[src/rtl/neuron_accumulator_pkg.sv]
// Shared constants for the neuron accumulator datapath: widths, fixed-point
// format and FSM state encoding.
package neuron_accumulator_pkg;

  localparam int unsigned NA_DATA_W  = 16;
  localparam int unsigned NA_GUARD_W = 8;
  localparam int unsigned NA_ACC_W   = NA_DATA_W + NA_GUARD_W;
  localparam int unsigned NA_FRAC_W  = 7;

  localparam logic [1:0] ST_ACC  = 2'd0;
  localparam logic [1:0] ST_BIAS = 2'd1;
  localparam logic [1:0] ST_ACT  = 2'd2;
  localparam logic [1:0] ST_OUT  = 2'd3;

endpackage

[src/rtl/neuron_accumulator_sat_relu.sv]
// Combinational signed saturation from IN_W down to OUT_W followed by optional
// ReLU; clip_c reports that saturation occurred, independent of ReLU.
module sat_relu
  import neuron_accumulator_pkg::*;
#(
  parameter int unsigned IN_W  = NA_ACC_W,
  parameter int unsigned OUT_W = NA_DATA_W
) (
  input  logic [IN_W-1:0]  acc,
  input  logic             relu,
  output logic [OUT_W-1:0] res_c,
  output logic             clip_c
);

  localparam int unsigned TOP_W = IN_W - OUT_W + 1;

  logic [TOP_W-1:0] top_bits;
  logic [OUT_W-1:0] sat_val;

  // In range only when every bit above the result sign matches it.
  always_comb begin
    top_bits = acc[IN_W-1:OUT_W-1];
    clip_c   = !((&top_bits) || !(|top_bits));
    if (!clip_c) begin
      sat_val = acc[OUT_W-1:0];
    end else if (acc[IN_W-1]) begin
      sat_val = {1'b1, {(OUT_W-1){1'b0}}};
    end else begin
      sat_val = {1'b0, {(OUT_W-1){1'b1}}};
    end
    res_c = (relu && sat_val[OUT_W-1]) ? '0 : sat_val;
  end

endmodule

[src/rtl/neuron_accumulator.sv]
// Accumulates PE partial sums for one neuron, adds bias, then saturates and
// optionally applies ReLU before handing the result downstream.
module neuron_accumulator
  import neuron_accumulator_pkg::*;
#(
  parameter int unsigned DATA_W = NA_DATA_W,
  parameter int unsigned ACC_W  = NA_ACC_W
) (
  input  logic              clk,
  input  logic              rst,
  input  logic              clr,
  input  logic              in_valid,
  output logic              in_ready,
  input  logic [DATA_W-1:0] in_data,
  input  logic              in_last,
  input  logic [DATA_W-1:0] bias,
  input  logic              act_relu,
  output logic              out_valid,
  input  logic              out_ready,
  output logic [DATA_W-1:0] out_data,
  output logic              sat
);

  logic [1:0]        state_q, state_d;
  logic [ACC_W-1:0]  acc_q, acc_d;
  logic              first_q, first_d;
  logic [DATA_W-1:0] bias_q, bias_d;
  logic              relu_q, relu_d;
  logic [DATA_W-1:0] out_data_q, out_data_d;
  logic              sat_q, sat_d;

  logic [ACC_W-1:0]  in_ext;
  logic [ACC_W-1:0]  bias_ext;
  logic [DATA_W-1:0] res_c;
  logic              clip_c;
  logic              in_hs;

  assign in_ready  = (state_q == ST_ACC) && !clr && !rst;
  assign out_valid = (state_q == ST_OUT);
  assign out_data  = out_data_q;
  assign sat       = sat_q;
  assign in_hs     = in_valid && in_ready;
  assign in_ext    = {{(ACC_W-DATA_W){in_data[DATA_W-1]}}, in_data};
  assign bias_ext  = {{(ACC_W-DATA_W){bias_q[DATA_W-1]}}, bias_q};

  sat_relu #(
    .IN_W  (ACC_W),
    .OUT_W (DATA_W)
  ) u_sat_relu (
    .acc    (acc_q),
    .relu   (relu_q),
    .res_c  (res_c),
    .clip_c (clip_c)
  );

  // Next-state and datapath update; clr overrides every handshake.
  always_comb begin
    state_d    = state_q;
    acc_d      = acc_q;
    first_d    = first_q;
    bias_d     = bias_q;
    relu_d     = relu_q;
    out_data_d = out_data_q;
    sat_d      = sat_q;
    if (clr) begin
      state_d    = ST_ACC;
      acc_d      = '0;
      first_d    = 1'b1;
      out_data_d = '0;
      sat_d      = 1'b0;
    end else begin
      case (state_q)
        ST_ACC: begin
          if (in_hs) begin
            acc_d   = first_q ? in_ext : acc_q + in_ext;
            first_d = 1'b0;
            if (in_last) begin
              bias_d  = bias;
              relu_d  = act_relu;
              state_d = ST_BIAS;
            end
          end
        end
        ST_BIAS: begin
          acc_d   = acc_q + bias_ext;
          state_d = ST_ACT;
        end
        ST_ACT: begin
          out_data_d = res_c;
          sat_d      = clip_c;
          state_d    = ST_OUT;
        end
        ST_OUT: begin
          if (out_ready) begin
            out_data_d = '0;
            first_d    = 1'b1;
            state_d    = ST_ACC;
          end
        end
        default: state_d = ST_ACC;
      endcase
    end
  end

  always_ff @(posedge clk or posedge rst) begin
    if (rst) begin
      state_q    <= ST_ACC;
      acc_q      <= '0;
      first_q    <= 1'b1;
      bias_q     <= '0;
      relu_q     <= 1'b0;
      out_data_q <= '0;
      sat_q      <= 1'b0;
    end else begin
      state_q    <= state_d;
      acc_q      <= acc_d;
      first_q    <= first_d;
      bias_q     <= bias_d;
      relu_q     <= relu_d;
      out_data_q <= out_data_d;
      sat_q      <= sat_d;
    end
  end

endmodule

[config.mk]
export PLATFORM = sky130hd
export DESIGN_NAME = neuron_accumulator
export DESIGN_NICKNAME = d
export VERILOG_FILES = /design/src/rtl/neuron_accumulator_pkg.sv /design/src/rtl/neuron_accumulator_sat_relu.sv /design/src/rtl/neuron_accumulator.sv
export SDC_FILE = /design/constraint.sdc
export NUM_CORES = 1
export LEC_CHECK = 0
export CORE_MARGIN = 5
export CORE_UTILIZATION = 45
export CTS_CLUSTER_SIZE = 24
export DETAILED_ROUTE_END_ITERATION = 16
export GPL_ROUTABILITY_DRIVEN = 0
export GPL_TIMING_DRIVEN = 0
export PLACE_DENSITY = 0.75
export SYNTH_ARGS = -nofsm -noshare
export SYNTH_HDL_FRONTEND = slang
export SYNTH_HIERARCHICAL = 1
export SYNTH_SLANG_ARGS = --single-unit
export TNS_END_PERCENT = 50
[constraint.sdc]
create_clock -name clk -period 3.2 [get_ports clk]
set_input_delay 0.96 -clock clk [delete_from_list [all_inputs] [get_ports clk]]
set_output_delay 0.96 -clock clk [all_outputs]
set_load 0.03 [all_outputs]
Word level (Yosys, flattened, before mapping) --
Index checks and enable logic that the tools add are counted.
Cells by class: add/sub/neg operators 2, eq/ne operators 6, mux-type cells 21, bitwise logic cells 1, reductions and logical operators 21
Operators with widths (count):
- $mux W16 | 5
- $mux W24 | 3
- $add A24 B24 Y24 | 2
- $pmux W24 S2 | 1
- $pmux W16 S2 | 1
- $reduce_and A9 Y1 | 1
- $reduce_bool A3 Y1 | 3
- $reduce_or A9 Y1 | 1
- $mux W2 | 4
- $pmux W2 S4 | 1
- $ne A3 B3 Y1 const B | 2
- $reduce_and A3 Y1 | 2
- $mux W1 | 5
- $eq A2 B2 Y1 const B | 2
- $logic_and A1 B1 Y1 | 4
- $logic_not A1 Y1 | 4
- $reduce_and A2 Y1 | 2
- $reduce_and A4 Y1 | 1
- $ne A3 B2 Y1 const B | 1
- $eq A2 B1 Y1 const B | 1
- $logic_not A2 Y1 | 1
- $pmux W1 S2 | 1
- $reduce_bool A2 Y1 | 1
- $logic_or A1 B1 Y1 | 1
- $not A1 Y1 | 1
Storage, ports and cells: bits in registers 61, bits of input ports 39

Longest topological paths before layout --
word-level depth 8, mapped depth 10, depth with buffers taken out 10

Hierarchy --
Netlist, hierarchy kept.
Modules (own cells, without submodules):
- neuron_accumulator | instances 1, cells each 592, area an instance 5139.9 µm², seq. area each 1527.7 µm²
- sat_relu | instances 1, cells each 27, area an instance 227.7 µm², seq. area each 0.0 µm²

Worst setup path after synthesis --
No wires, ideal clock.
path kind input to register, start point input port in_data[0], end point register acc_q[14], setup time 0.126 ns, arrival time 3.133 ns, setup slack -0.059 ns, stages 10, path buffers 0, cells stage by stage ha_1 fa_1 a211oi_1 o21ai_1 a31oi_2 o21bai_1 a21bo_2 a211oi_1 o31ai_1 a221o_1
On the way: cells in the longest elaborated chain, start to end 5
Ends and longest elaborated chain:
- from (decl) | line neuron_accumulator.sv:14 | input logic [DATA_W-1:0] in_data,
- $add A24 B24 Y24 | line neuron_accumulator.sv:75 | acc_d = first_q ? in_ext : acc_q + in_ext;
- $mux W24 | line neuron_accumulator.sv:75
- $mux W24 | line neuron_accumulator.sv:74 | if (in_hs) begin
- $pmux W24 S2 | line neuron_accumulator.sv:72 | case (state_q)
- $mux W24 | line neuron_accumulator.sv:65 | if (clr) begin
- to (signal assigned) | line neuron_accumulator.sv:108 | acc_q <= '0;
- to (signal assigned) | line neuron_accumulator.sv:116 | acc_q <= acc_d;
- to (decl) | line neuron_accumulator.sv:25 | logic [ACC_W-1:0] acc_q, acc_d;
Every way passes these cells. The select of a mux whose other input is x is not followed. A chain may end at the register's enable or synchronous reset.

Worst setup path after layout --
start point input port in_data[1], end point register acc_q[14]
The elaborated chain is that of the path after synthesis.

==> metrics.md <==
| Metric | Value |
|---|---|
| Status | `finished clean` |
| Commonest non-fill, non-tap cell in the layout | `nand2_1` |
| Chip width | `119 µm` |
| Starting Density | `46.4%` |
| Slew @ Worst Pin | `0.735 ns` |
| Tcrit/Tclk final | `98.0%` |
| WL final | `15100 µm` |
| Iter 0 DRT Violations | `259` |
| Drt wl/cell | `17.5 µm` |
| CP peak stage delay | `0.44 ns` |
| Power per cell area | `1090 mW/mm²` |
| Full die area | `0.0142 mm²` |
| Slowest CP cell | `fa_2` |
| Critical-path cell list | `clkdlybuf4s15_1, fa_2, a211oi_4, o21ai_2, a31oi_4, o21bai_1, a21bo_2, a211oi_2, o31ai_2, a221o_1` |
| DRT antenna net count | `0` |
| Kind of critical path | `in2reg` |
| Vias/cell | `5.96` |
| GRT Total Usage | `21.8%` |
| CTS tree | `built` |
| # diodes | `0` |
| R2R depth | `10` |
| Largest net degree at the start of global routing | `35` |
| Drt pass-1 iters | `5` |
| # DRC | `0` |
| First-pass GRT wire length | `25400 µm` |
| Vias in the first global route | `5301` |
| CTS H-tree lvls | `3` |
| Clock Skews | `0.00526 ns` |
| Final setup fails | `0` |
| Worst hold stages | `2` |
| Mean area per synthesized cell | `8.67 µm²` |
| Crit start category | `primary input` |
| Clk root buf | `clkbuf_16` |
| Clk sink count | `61` |
| Yosys warns | `6` |
| Synth-to-Final Area Change | `28.2%` |
| Min-delay worst type | `reg2reg` |
| Worst Hold Path EP | `out_data[11]` |
| Unrepaired setup endpoints after global routing | `true` |
| Setup TNS | `0 ns` |
| Synth top area cells | `dfrtp_1 28%, ha_1 12%, a21oi_1 5.3%` |
| Vias | `5110` |
| Reg clk slew, reported paths | `0.05 ns` |
| Post-synthesis cell area | `0.00537 mm²` |
| Gr ovfl total | `0` |
| Reg-to-Reg Start | `acc_q[0]` |
| Die Y | `119 µm` |
| Post-synth EDFFs | `0` |
| Required @ worst endpoint | `3.42 ns` |
| Max-slew headroom | `50.9%` |
| Layout Nets | `802` |
| WHS | `0.479 ns` |
| Reg-to-reg slack, setup | `0.14 ns` |
| Crit path buf inv count | `1` |
| Cell accounting for the most synthesized area | `dfrtp_1` |
| Min-delay src | `out_data[11]` |
| Worst VDD drop | `0.000675 V` |
| Max-cap violations | `0` |
| Clk buf depth | `2` |
| Cells after Synth | `619` |
| # rows | `39` |
| Yosys cell types | `70` |
| Delay-heaviest family, CP | `compound AO/OA/AOI/OAI gates` |
| Top cell type's share of synthesized area | `28.0%` |
| Post-DP HPWL | `11500 µm` |
| CP arrival | `3.35 ns` |
| Antenna violations before repair | `0` |
| TritonCTS Buffers | `9` |
| Core area | `0.0116 mm²` |
| # hold bufs at CTS | `0` |
| Final Hold Fails | `0` |
| CP max FO | `4` |
| Seq/Total Area, Yosys | `28.5%` |
| Pleak | `3.02 nW` |
| Most used DFF post-synth | `dfrtp_1` |
| Count of pins over their slew limit | `0` |
| I/O Buffers | `57` |
| Worst r2r dst | `acc_q[22]` |
| Layout cells sized above 1 | `17.6%` |
| Clock Latency Late Sink | `0.33 ns` |
| Ys async rst share | `100%` |
| Syn nets | `710` |
| Yosys reg bits | `61` |
| Number of I/O pins | `58` |
| Worst setup EP type | `flop` |
| Commonest cells after routing, fill and taps aside | `73 x nand2_1, 60 x dfrtp_1, 57 x a21oi_1` |
| Tmin final | `3.14 ns` |
| Max frequency | `319 MHz` |
per-layer routing:
layer	up-vias	wire length (µm)	global-route usage (%)
met4	0	316	7.68
met5	-	0	0
met2	114	7520	36.8
met3	23	795	4.69
met1	2472	6420	27.6
li1	2501	-	-
where the power goes:
part	leakage [nW]	internal, W	switching, W
Sequential	0.775	0.00111	0.000436
Combinational	2.11	0.00229	0.00280
Clock	0.132	0.000514	0.000335
registers in the layout, indices dropped and copies added (netlist names):
signal,flops
acc_q,24
bias_q,16
first_q,1
out_data,16
relu_q,1
sat,1
state_q,2
kinds of logic after synthesis:
group	count (synthesis)	synth area share, %
AO/OA/AOI/OAI	236	30.4
AND/OR/NAND/NOR	174	15.4
flip-flops	61	28.5
adder cells (fa/ha/maj)	52	12.4
buffers and inverters	39	3.05
XOR/XNOR	32	5.22
multiplexers	25	5.06
worst min-delay path, stage by stage (launching register included):
cell     delay, ns
dfrtp_1       0.34
nand2_1       0.05
o21ai_0       0.06
metrics by stage:
stage | instances | total power (W) | util (%) | instance area (µm²) | worst slack (ns)
global route | 858 | 0.00818 | 59.5 | 6880 | -0.0382
CTS | 847 | 0.00722 | 57.4 | 6640 | -0.0234
floorplan | 619 | 0.00492 | - | 5380 | 0.00501
detailed placement | 820 | 0.00605 | 53.1 | 6140 | -0.738
finish | 858 | 0.00749 | 59.5 | 6880 | 0.0648
global placement | 819 | 0.00589 | 53.0 | 6120 | -0.699
synthesized netlist by cell type (11+ instances only):
library cell	count
nand2_1	73
dfrtp_1	60
a21oi_1	57
o21ai_0	54
ha_1	50
nor2_1	41
o21a_1	22
clkbuf_1	21
xor2_1	19
mux2_2	17
a211oi_1	15
inv_1	14
nor3_1	14
a21o_1	13
xnor2_1	13
a22o_1	11
o21bai_1	11
how the worst max path moves through the flow:
stage | start | endpoint | slack (ns) | depth (start not counted)
2_1_floorplan | in_data[0] | acc_q[14] | 0.005 | 10
3_3_place_gp | in_data[0] | acc_q[14] | -0.70 | 11
3_5_place_dp | in_data[0] | acc_q[14] | -0.74 | 11
4_1_cts | in_data[0] | acc_q[14] | -0.02 | 11
5_1_grt | rst | acc_q[12] | -0.04 | 7
6_report | in_data[1] | acc_q[14] | 0.06 | 10
timing repair:
| action | CTS | global route |
|---|---|---|
| resized for setup | 31 | 44 |
| setup endpoints to repair | 14 | 21 |
| pin swaps | 19 | 23 |
| buffers inserted | 12 | 11 |
cell type report:
cell class | count | area [µm²]
fill | 1017 | 4680
multi-input combinational | 519 | 3980
sequential | 61 | 1530
timing repair buffer | 81 | 772
clock buffer | 10 | 229
tap | 143 | 179
buffer | 25 | 111
inverter | 14 | 52.6
clock inverter | 5 | 28.8
Note: power is estimated with default switching activity, not from simulation.
